==> config.mk <==
export PLATFORM = sky130hd
export DESIGN_NAME = add_sub_serial_flat
export DESIGN_NICKNAME = d
export VERILOG_FILES = /design/src/rtl/add_sub_serial_if.sv /design/src/rtl/add_sub_serial.sv /design/src/flat_wrapper.sv
export SDC_FILE = /design/constraint.sdc
export NUM_CORES = 1
export LEC_CHECK = 0
export BUFFER_PORTS_ARGS = -buffer_cell sky130_fd_sc_hd__buf_2
export CELL_PAD_IN_SITES_DETAIL_PLACEMENT = 0
export CELL_PAD_IN_SITES_GLOBAL_PLACEMENT = 2
export CORE_MARGIN = 2
export CORE_UTILIZATION = 33
export CTS_BUF_LIST = sky130_fd_sc_hd__clkbuf_2
export DETAILED_ROUTE_END_ITERATION = 12
export PLACE_DENSITY = 0.76
export SETUP_SLACK_MARGIN = 0.5
export SLEW_MARGIN = 10
export SYNTH_ARGS = -nofsm -noshare
export SYNTH_HDL_FRONTEND = slang
export SYNTH_SLANG_ARGS = --single-unit
==> constraint.sdc <==
create_clock -name clk -period 2.3 [get_ports clk]
set_input_delay 0.23 -clock clk [delete_from_list [all_inputs] [get_ports clk]]
set_output_delay 0.23 -clock clk [all_outputs]
set_load 0.01 [all_outputs]
==> src/rtl/add_sub_serial_if.sv <==
// Operand/result bundle for the digit-serial adder/subtractor.
// The master side (operand source) drives the request and operands;
// the slave side (the arithmetic unit) returns handshake status,
// the result and its flags.
interface add_sub_serial_if #(
  parameter int WIDTH = 8
);

  logic             start;
  logic [WIDTH-1:0] A;
  logic [WIDTH-1:0] B;
  logic             ctrl;
  logic             sat;
  logic             ready;
  logic             done;
  logic [WIDTH-1:0] Op;
  logic             Cout;
  logic             Ovf;
  logic             Zero;

  modport master (
    output start, A, B, ctrl, sat,
    input  ready, done, Op, Cout, Ovf, Zero
  );

  modport slave (
    input  start, A, B, ctrl, sat,
    output ready, done, Op, Cout, Ovf, Zero
  );

endinterface

==> src/rtl/add_sub_serial.sv <==
// Digit-serial two's-complement adder/subtractor.
// Operands are consumed DIGIT bits per clock, least significant digit
// first, so a WIDTH-bit operation takes WIDTH/DIGIT busy cycles through
// a DIGIT-bit adder. Subtraction is A + ~B + 1: B is inverted on accept
// and the carry register is preloaded with 1. The final digit also
// yields the signed-overflow flag, the optional saturated result and
// the zero flag. Results are only ever written on the completing edge,
// so the outputs hold the last finished operation while a new one runs.
module add_sub_serial #(
  parameter int WIDTH = 8,
  parameter int DIGIT = 2
) (
  input  logic               clk,
  input  logic               rst_n,
  add_sub_serial_if.slave    bus
);

  localparam int NDIG = WIDTH / DIGIT;
  localparam int CW   = (NDIG > 1) ? $clog2(NDIG) : 1;

  // Reject geometries the digit slicing cannot handle.
  if (WIDTH < 2 || DIGIT < 1 || DIGIT > WIDTH || (WIDTH % DIGIT) != 0) begin : gBadParam
    $error("add_sub_serial: need WIDTH >= 2, 1 <= DIGIT <= WIDTH and WIDTH %% DIGIT == 0");
  end

  typedef enum logic {
    IDLE = 1'b0,
    BUSY = 1'b1
  } state_e;

  state_e state_q;
  state_e state_d;

  // Handshake / control
  logic             ready;
  logic             accept;
  logic             lastDigit;

  // Operand shift registers; the low DIGIT bits are always the digit
  // being processed, so on the last digit their top bits are the MSBs.
  logic [WIDTH-1:0] aShift_q;
  logic [WIDTH-1:0] bmShift_q;
  logic             carry_q;
  logic             sat_q;
  logic [CW-1:0]    digCnt_q;

  // Result registers, visible on the bus
  logic [WIDTH-1:0] op_q;
  logic             cout_q;
  logic             ovf_q;
  logic             zero_q;
  logic             done_q;

  // Per-digit arithmetic
  logic [DIGIT:0]   digSum;
  logic [WIDTH-1:0] fullSum;
  logic             aMsb;
  logic             bmMsb;
  logic             sMsb;
  logic             ovfNow;
  logic [WIDTH-1:0] satMin;
  logic [WIDTH-1:0] satMax;
  logic [WIDTH-1:0] finalOp;

  assign accept    = bus.start & ready;
  assign lastDigit = (digCnt_q == CW'(NDIG - 1));

  assign digSum = {1'b0, aShift_q[DIGIT-1:0]}
                + {1'b0, bmShift_q[DIGIT-1:0]}
                + {{DIGIT{1'b0}}, carry_q};

  // With more than one digit the already-computed low digits live in a
  // partial register that shifts right as each new digit enters at the
  // top; after the last digit the concatenation is the complete sum.
  if (NDIG == 1) begin : gSingle
    assign fullSum = digSum[DIGIT-1:0];
  end else begin : gMulti
    logic [WIDTH-DIGIT-1:0] partial_q;

    // Collect finished digits of the sum while the operation runs.
    always_ff @(posedge clk or negedge rst_n) begin
      if (!rst_n) begin
        partial_q <= '0;
      end else if (state_q == BUSY) begin
        partial_q <= fullSum[WIDTH-1:DIGIT];
      end
    end

    assign fullSum = {digSum[DIGIT-1:0], partial_q};
  end

  // Overflow: operands of equal sign producing a sum of the other sign.
  assign aMsb    = aShift_q[DIGIT-1];
  assign bmMsb   = bmShift_q[DIGIT-1];
  assign sMsb    = digSum[DIGIT-1];
  assign ovfNow  = (aMsb == bmMsb) && (sMsb != aMsb);

  assign satMin  = {1'b1, {(WIDTH-1){1'b0}}};
  assign satMax  = ~satMin;

  // A negative A can only overflow downwards, a non-negative A upwards.
  assign finalOp = (sat_q && ovfNow) ? (aMsb ? satMin : satMax) : fullSum;

  // State register.
  always_ff @(posedge clk or negedge rst_n) begin
    if (!rst_n) begin
      state_q <= IDLE;
    end else begin
      state_q <= state_d;
    end
  end

  // Next state: leave IDLE on an accepted request, return after the last digit.
  always_comb begin
    state_d = state_q;
    case (state_q)
      IDLE:    if (bus.start) state_d = BUSY;
      BUSY:    if (lastDigit) state_d = IDLE;
      default: state_d = IDLE;
    endcase
  end

  // Outputs decoded from state: ready only while idle (includes the done cycle).
  always_comb begin
    ready = 1'b0;
    case (state_q)
      IDLE:    ready = 1'b1;
      BUSY:    ready = 1'b0;
      default: ready = 1'b0;
    endcase
  end

  // Operand capture, digit stepping and result commit.
  always_ff @(posedge clk or negedge rst_n) begin
    if (!rst_n) begin
      aShift_q  <= '0;
      bmShift_q <= '0;
      carry_q   <= 1'b0;
      sat_q     <= 1'b0;
      digCnt_q  <= '0;
      op_q      <= '0;
      cout_q    <= 1'b0;
      ovf_q     <= 1'b0;
      zero_q    <= 1'b0;
      done_q    <= 1'b0;
    end else begin
      done_q <= 1'b0;
      if (accept) begin
        aShift_q  <= bus.A;
        bmShift_q <= bus.B ^ {WIDTH{bus.ctrl}};
        carry_q   <= bus.ctrl;
        sat_q     <= bus.sat;
        digCnt_q  <= '0;
      end else if (state_q == BUSY) begin
        aShift_q  <= aShift_q >> DIGIT;
        bmShift_q <= bmShift_q >> DIGIT;
        carry_q   <= digSum[DIGIT];
        digCnt_q  <= digCnt_q + CW'(1);
        if (lastDigit) begin
          op_q   <= finalOp;
          cout_q <= digSum[DIGIT];
          ovf_q  <= ovfNow;
          zero_q <= (finalOp == '0);
          done_q <= 1'b1;
        end
      end
    end
  end

  assign bus.ready = ready;
  assign bus.done  = done_q;
  assign bus.Op    = op_q;
  assign bus.Cout  = cout_q;
  assign bus.Ovf   = ovf_q;
  assign bus.Zero  = zero_q;

endmodule

==> src/flat_wrapper.sv <==
// flat-port wrapper written by rule: the top's interface ports become plain ports
module add_sub_serial_flat 
#(
  parameter int WIDTH = 8,
  parameter int DIGIT = 2
)
  (clk, rst_n, bus_start, bus_A, bus_B, bus_ctrl, bus_sat, bus_ready, bus_done, bus_Op, bus_Cout, bus_Ovf, bus_Zero);
  add_sub_serial_if #(.WIDTH(WIDTH)) bus_i ();
  input  logic clk;
  input  logic rst_n;
  input wire logic [$bits(bus_i.start)-1:0] bus_start;
  input wire logic [$bits(bus_i.A)-1:0] bus_A;
  input wire logic [$bits(bus_i.B)-1:0] bus_B;
  input wire logic [$bits(bus_i.ctrl)-1:0] bus_ctrl;
  input wire logic [$bits(bus_i.sat)-1:0] bus_sat;
  output wire logic [$bits(bus_i.ready)-1:0] bus_ready;
  output wire logic [$bits(bus_i.done)-1:0] bus_done;
  output wire logic [$bits(bus_i.Op)-1:0] bus_Op;
  output wire logic [$bits(bus_i.Cout)-1:0] bus_Cout;
  output wire logic [$bits(bus_i.Ovf)-1:0] bus_Ovf;
  output wire logic [$bits(bus_i.Zero)-1:0] bus_Zero;
  assign bus_i.start = bus_start;
  assign bus_i.A = bus_A;
  assign bus_i.B = bus_B;
  assign bus_i.ctrl = bus_ctrl;
  assign bus_i.sat = bus_sat;
  assign bus_ready = bus_i.ready;
  assign bus_done = bus_i.done;
  assign bus_Op = bus_i.Op;
  assign bus_Cout = bus_i.Cout;
  assign bus_Ovf = bus_i.Ovf;
  assign bus_Zero = bus_i.Zero;
  add_sub_serial #(.WIDTH(WIDTH), .DIGIT(DIGIT)) u_core (.clk(clk), .rst_n(rst_n), .bus(bus_i));
endmodule
==> reports/results.tsv <==
stage	metric	value	unit
route	Routed Antenna Nets	0	
route	Vias	1330	
logic_synthesis	cell taking the most area after synthesis	dfrtp_1	
critical_path	CP required	2.66	ns
floorplanning	FP Rows	27	
grt	first-pass GRT wire length	6.299	mm
route	WL/cell	12.56	um
critical_path	WS Path Type	reg -> reg	
placement	Buffers on Ports	33	
pwr	part of the power in registers	37.4	%
floorplanning	die area	0.006191	mm2
placement	DP Area	0.002105	mm2
pwr	Leakage	1.101	nW
logic_synthesis	Avg Cell Area, Syn	10.96	um2
critical_path	cells along the critical path	inv_2 -> fa_2 -> fa_2 -> or4b_1 -> nor4b_2 -> a31o_1	
sta	clk_skew	0.01497	ns
grt	number of global-route vias before repair	1357	
floorplanning	Die Wd	78.68	um
cells_and_area	# diodes	0	
logic_synthesis	cells after synthesis	168	
pwr	Peak VDD IR	0.4003	mV
floorplanning	I/O Pins	34	
floorplanning	Die Ht	78.68	um
cells_and_area	Synth-to-Final Area Change	22.57	%
clocking	clk sink count	39	
critical_path	worst-path fanout max	2	
logic_synthesis	Yosys warnings	0	
grt	gr usage total	12.96	%
pwr	Psw	0.001216	W
logic_synthesis	main area contributors after synthesis	dfrtp_1 53%, mux2i_1 8.2%, nand2_1 4.9%, o21ai_0 4.4%, mux2_2 3.7%	
min_path	worst min path class	in -> reg	
critical_path	most used cell, CP	fa_2	
sta	Slew Viols, Final	0	
sta	Final min period	2.220	ns
critical_path	CP Buf/Inv Count	1	
clocking	Root Driver	clkbuf_2	
logic_synthesis	xor/xnor share of the synthesized area	4.283	%
pwr	PD cells	1371	mW/mm2
clocking	H-tree depth	2	
job	Max-Cap Viols	0	
clocking	CTS Buf Count	5	
status	status	completed	
logic_synthesis	Adder-Cell Fraction of Synth Area	3.535	%
sta	RSZ-0062 raised after global routing	true	
sta	final hold violation count	0	
clocking	Worst-path clk slew	0.21	ns
route	Residual DRC	0	
pwr	Int Power	0.001877	W
cells_and_area	share of cells above drive strength 1	35.68	%
critical_path	crit end category	flip-flop	
route	DR pass1 iterations	4	
pwr	Clock Power Share	9.7	%
cells_and_area	fin cells	285	
critical_path	crit path max-delay cell type	fa_2	
critical_path	slowest stage delay, CP	0.54	ns
placement	placed cell count	270	
floorplanning	Core ar.	0.005439	mm2
floorplanning	Initial Util	33.84	%
cells_and_area	Final nets	237	
grt	initial antenna violation count	0	
logic_synthesis	Synth Cell Area	0.001841	mm2
logic_synthesis	post-synthesis net count	193	
clocking	clock buffer depth	2	
critical_path	Worst EP arrival	2.58	ns
logic_synthesis	Synth Area in Compound Gates	13.12	%
logic_synthesis	main combinational cell family by area after synthesis	compound AO/OA/AOI/OAI gates	
clocking	later-pin clock latency in the skew report	0.39	ns
sta	Worst Tran Pin Value	0.8683	ns
sta	fmax	450.4	MHz
grt	GRT overflow	0	
route	1st-iter DRT viols	62	
logic_synthesis	post-synthesis mux area share	11.83	%
logic_synthesis	register area share after synthesis	53.03	%
logic_synthesis	post-synth top area share	53.03	%
logic_synthesis	post-synthesis simple-gate area fraction	10.13	%
route	Vias/cell	4.667	
critical_path	crit path launch type	flip-flop	
sta	fin crit share	96.54	%
critical_path	Top delay family on crit path	adder cells	
clocking	CTS tree	built	
grt	largest net degree at the start of global routing	40	
sta	# setup viols final	0	
placement	GPL Wtd Cong	0.7594	
cells_and_area	fin area	0.002256	mm2
logic_synthesis	Yosys reg bits	39	
sta	max_slew headroom	42.11	%
pwr	switching part of the total	39.31	%
pwr	combinational power share	52.9	%
placement	Post-DP HPWL	2.537	mm
logic_synthesis	Synth cell types	30	
route	Detailed Route WL	3.579	mm
[routing by layer]
layer / up-vias / share of wire, % / track usage [%] / wire (um)
met3: 6 / 5.3 / 3.908 / 190
met1: 633 / 44 / 16.08 / 1564
met4: 0 / 1.3 / 4.211 / 46
met5: - / 0 / 0 / 0
li1: 661 / - / - / -
met2: 30 / 50 / 21.54 / 1777
[registers in the layout, summed over array words and instances, names as in the netlist]
name,cells
u_core.bus.done,1
u_core.state_q,1
u_core.bus.Op,8
u_core.sat_q,1
u_core.digCnt_q,2
u_core.aShift_q,8
u_core.bus.Ovf,1
u_core.bus.Zero,1
u_core.carry_q,1
u_core.bmShift_q,8
u_core.gMulti.partial_q,6
u_core.bus.Cout,1
[path summary, 6_finish.rpt]
| path | from | endpoint | slack, ns | cells after the start |
|---|---|---|---|---|
| worst min-delay path | bus_sat | u_core.sat_q | 0.07 | 2 |
| max in group asynchronous | rst_n | u_core.state_q | 1.25 | 2 |
| worst max register to register | u_core.carry_q | u_core.bus.Zero | 0.08 | 6 |
| worst max-delay path | u_core.carry_q | u_core.bus.Zero | 0.08 | 6 |
| worst min register to register | u_core.aShift_q[3] | u_core.aShift_q[1] | 0.50 | 2 |
| min in group asynchronous | rst_n | u_core.bus.Op[5] | 0.47 | 2 |
[power by group through the flow]
stage	Sequential [W]	Clock, W	Combinational (W)
after CTS	0.00118	0.000312	0.00150
after global placement	0.00118	0	0.00129
final	0.00116	0.000299	0.00164
after global routing	0.00120	0.000348	0.00183
after detailed placement	0.00119	0	0.00131
after floorplan	0.00118	0	0.000869
[cells in the mapped netlist (all sizes together)]
| cell | instances |
|---|---|
| a22o | 2 |
| mux2 | 6 |
| xor2 | 6 |
| and3 | 1 |
| o211a | 1 |
| fa | 2 |
| nor4b | 2 |
| dfrtp | 39 |
| clkbuf | 4 |
| mux2i | 15 |
| inv | 7 |
| or4b | 1 |
| o21ai | 16 |
| nand2 | 24 |
| o31ai | 6 |
| and2 | 1 |
| a211oi | 3 |
| a31o | 1 |
| or2b | 1 |
| a21boi | 2 |
| a21oi | 7 |
| nor2 | 7 |
| xnor2 | 3 |
| nor2b | 2 |
| o21bai | 1 |
| buf | 6 |
| ha | 2 |
[stage by stage]
step	setup TNS, ns	total power, W	utilization [%]	hold slack [ns]	setup WS, ns
global route	-0.05912	0.003382	41.48	0.03189	-0.03904
floorplan	0	0.002048	-	-0.06559	0.07960
detailed placement	0	0.002501	38.69	0.4051	0.07191
finish	0	0.003092	41.48	0.06646	0.07964
CTS	0	0.002986	40.49	0.05302	0.04552
global placement	0	0.002463	38.69	0.3921	0.1054
[repair_timing]
action | CTS | global route
endpoints found under the hold margin | 39 | 0
setup endpoints to repair | 11 | 12
hold buffers | 1 | 0
pin swaps | 2 | 2
buffers inserted | 2 | 4
resized for setup | 10 | 5
[worst register-to-register path: stages, from the launching register on]
cell	delay, ns
dfrtp_1	0.39
inv_2	0.05
fa_2	0.39
fa_2	0.54
or4b_1	0.44
nor4b_2	0.22
a31o_1	0.17
[cell families after synthesis]
group / count (synthesis)
compound gates: 39
xor+xnor: 9
fa+ha+maj: 4
buf+inv: 17
flops: 39
mux: 21
simple gates: 39
[cell usage in the layout (no fill, tap or decap), drive strengths merged]
master | synthesis | final
clkinv | 0 | 3
dlygate4sd3 | 0 | 1
nor4b | 2 | 2
clkbuf | 4 | 5
xnor2 | 3 | 3
fa | 2 | 2
inv | 7 | 7
a22o | 2 | 2
o21bai | 1 | 1
o21ai | 16 | 16
ha | 2 | 2
a31o | 1 | 1
and2 | 1 | 1
dfrtp | 39 | 39
and3 | 1 | 1
a21boi | 2 | 2
o211a | 1 | 1
or4b | 1 | 1
nand2 | 24 | 24
xor2 | 6 | 6
buf | 6 | 46
mux2i | 15 | 15
nor2b | 2 | 2
a21oi | 7 | 7
or2b | 1 | 1
nor2 | 7 | 7
mux2 | 6 | 6
o31ai | 6 | 6
a211oi | 3 | 3
[final cells by class]
| class | instances | area (um2) |
|---|---|---|
| sequential | 39 | 977.2 |
| timing repair buffer | 47 | 280.3 |
| tap | 72 | 90.09 |
| fill | 570 | 3183 |
| multi-input combinational | 112 | 842.1 |
| clock buffer | 5 | 25.02 |
| inverter | 7 | 26.28 |
| clock inverter | 3 | 15.01 |
No activity file was read; power rests on OpenSTA's default activity.
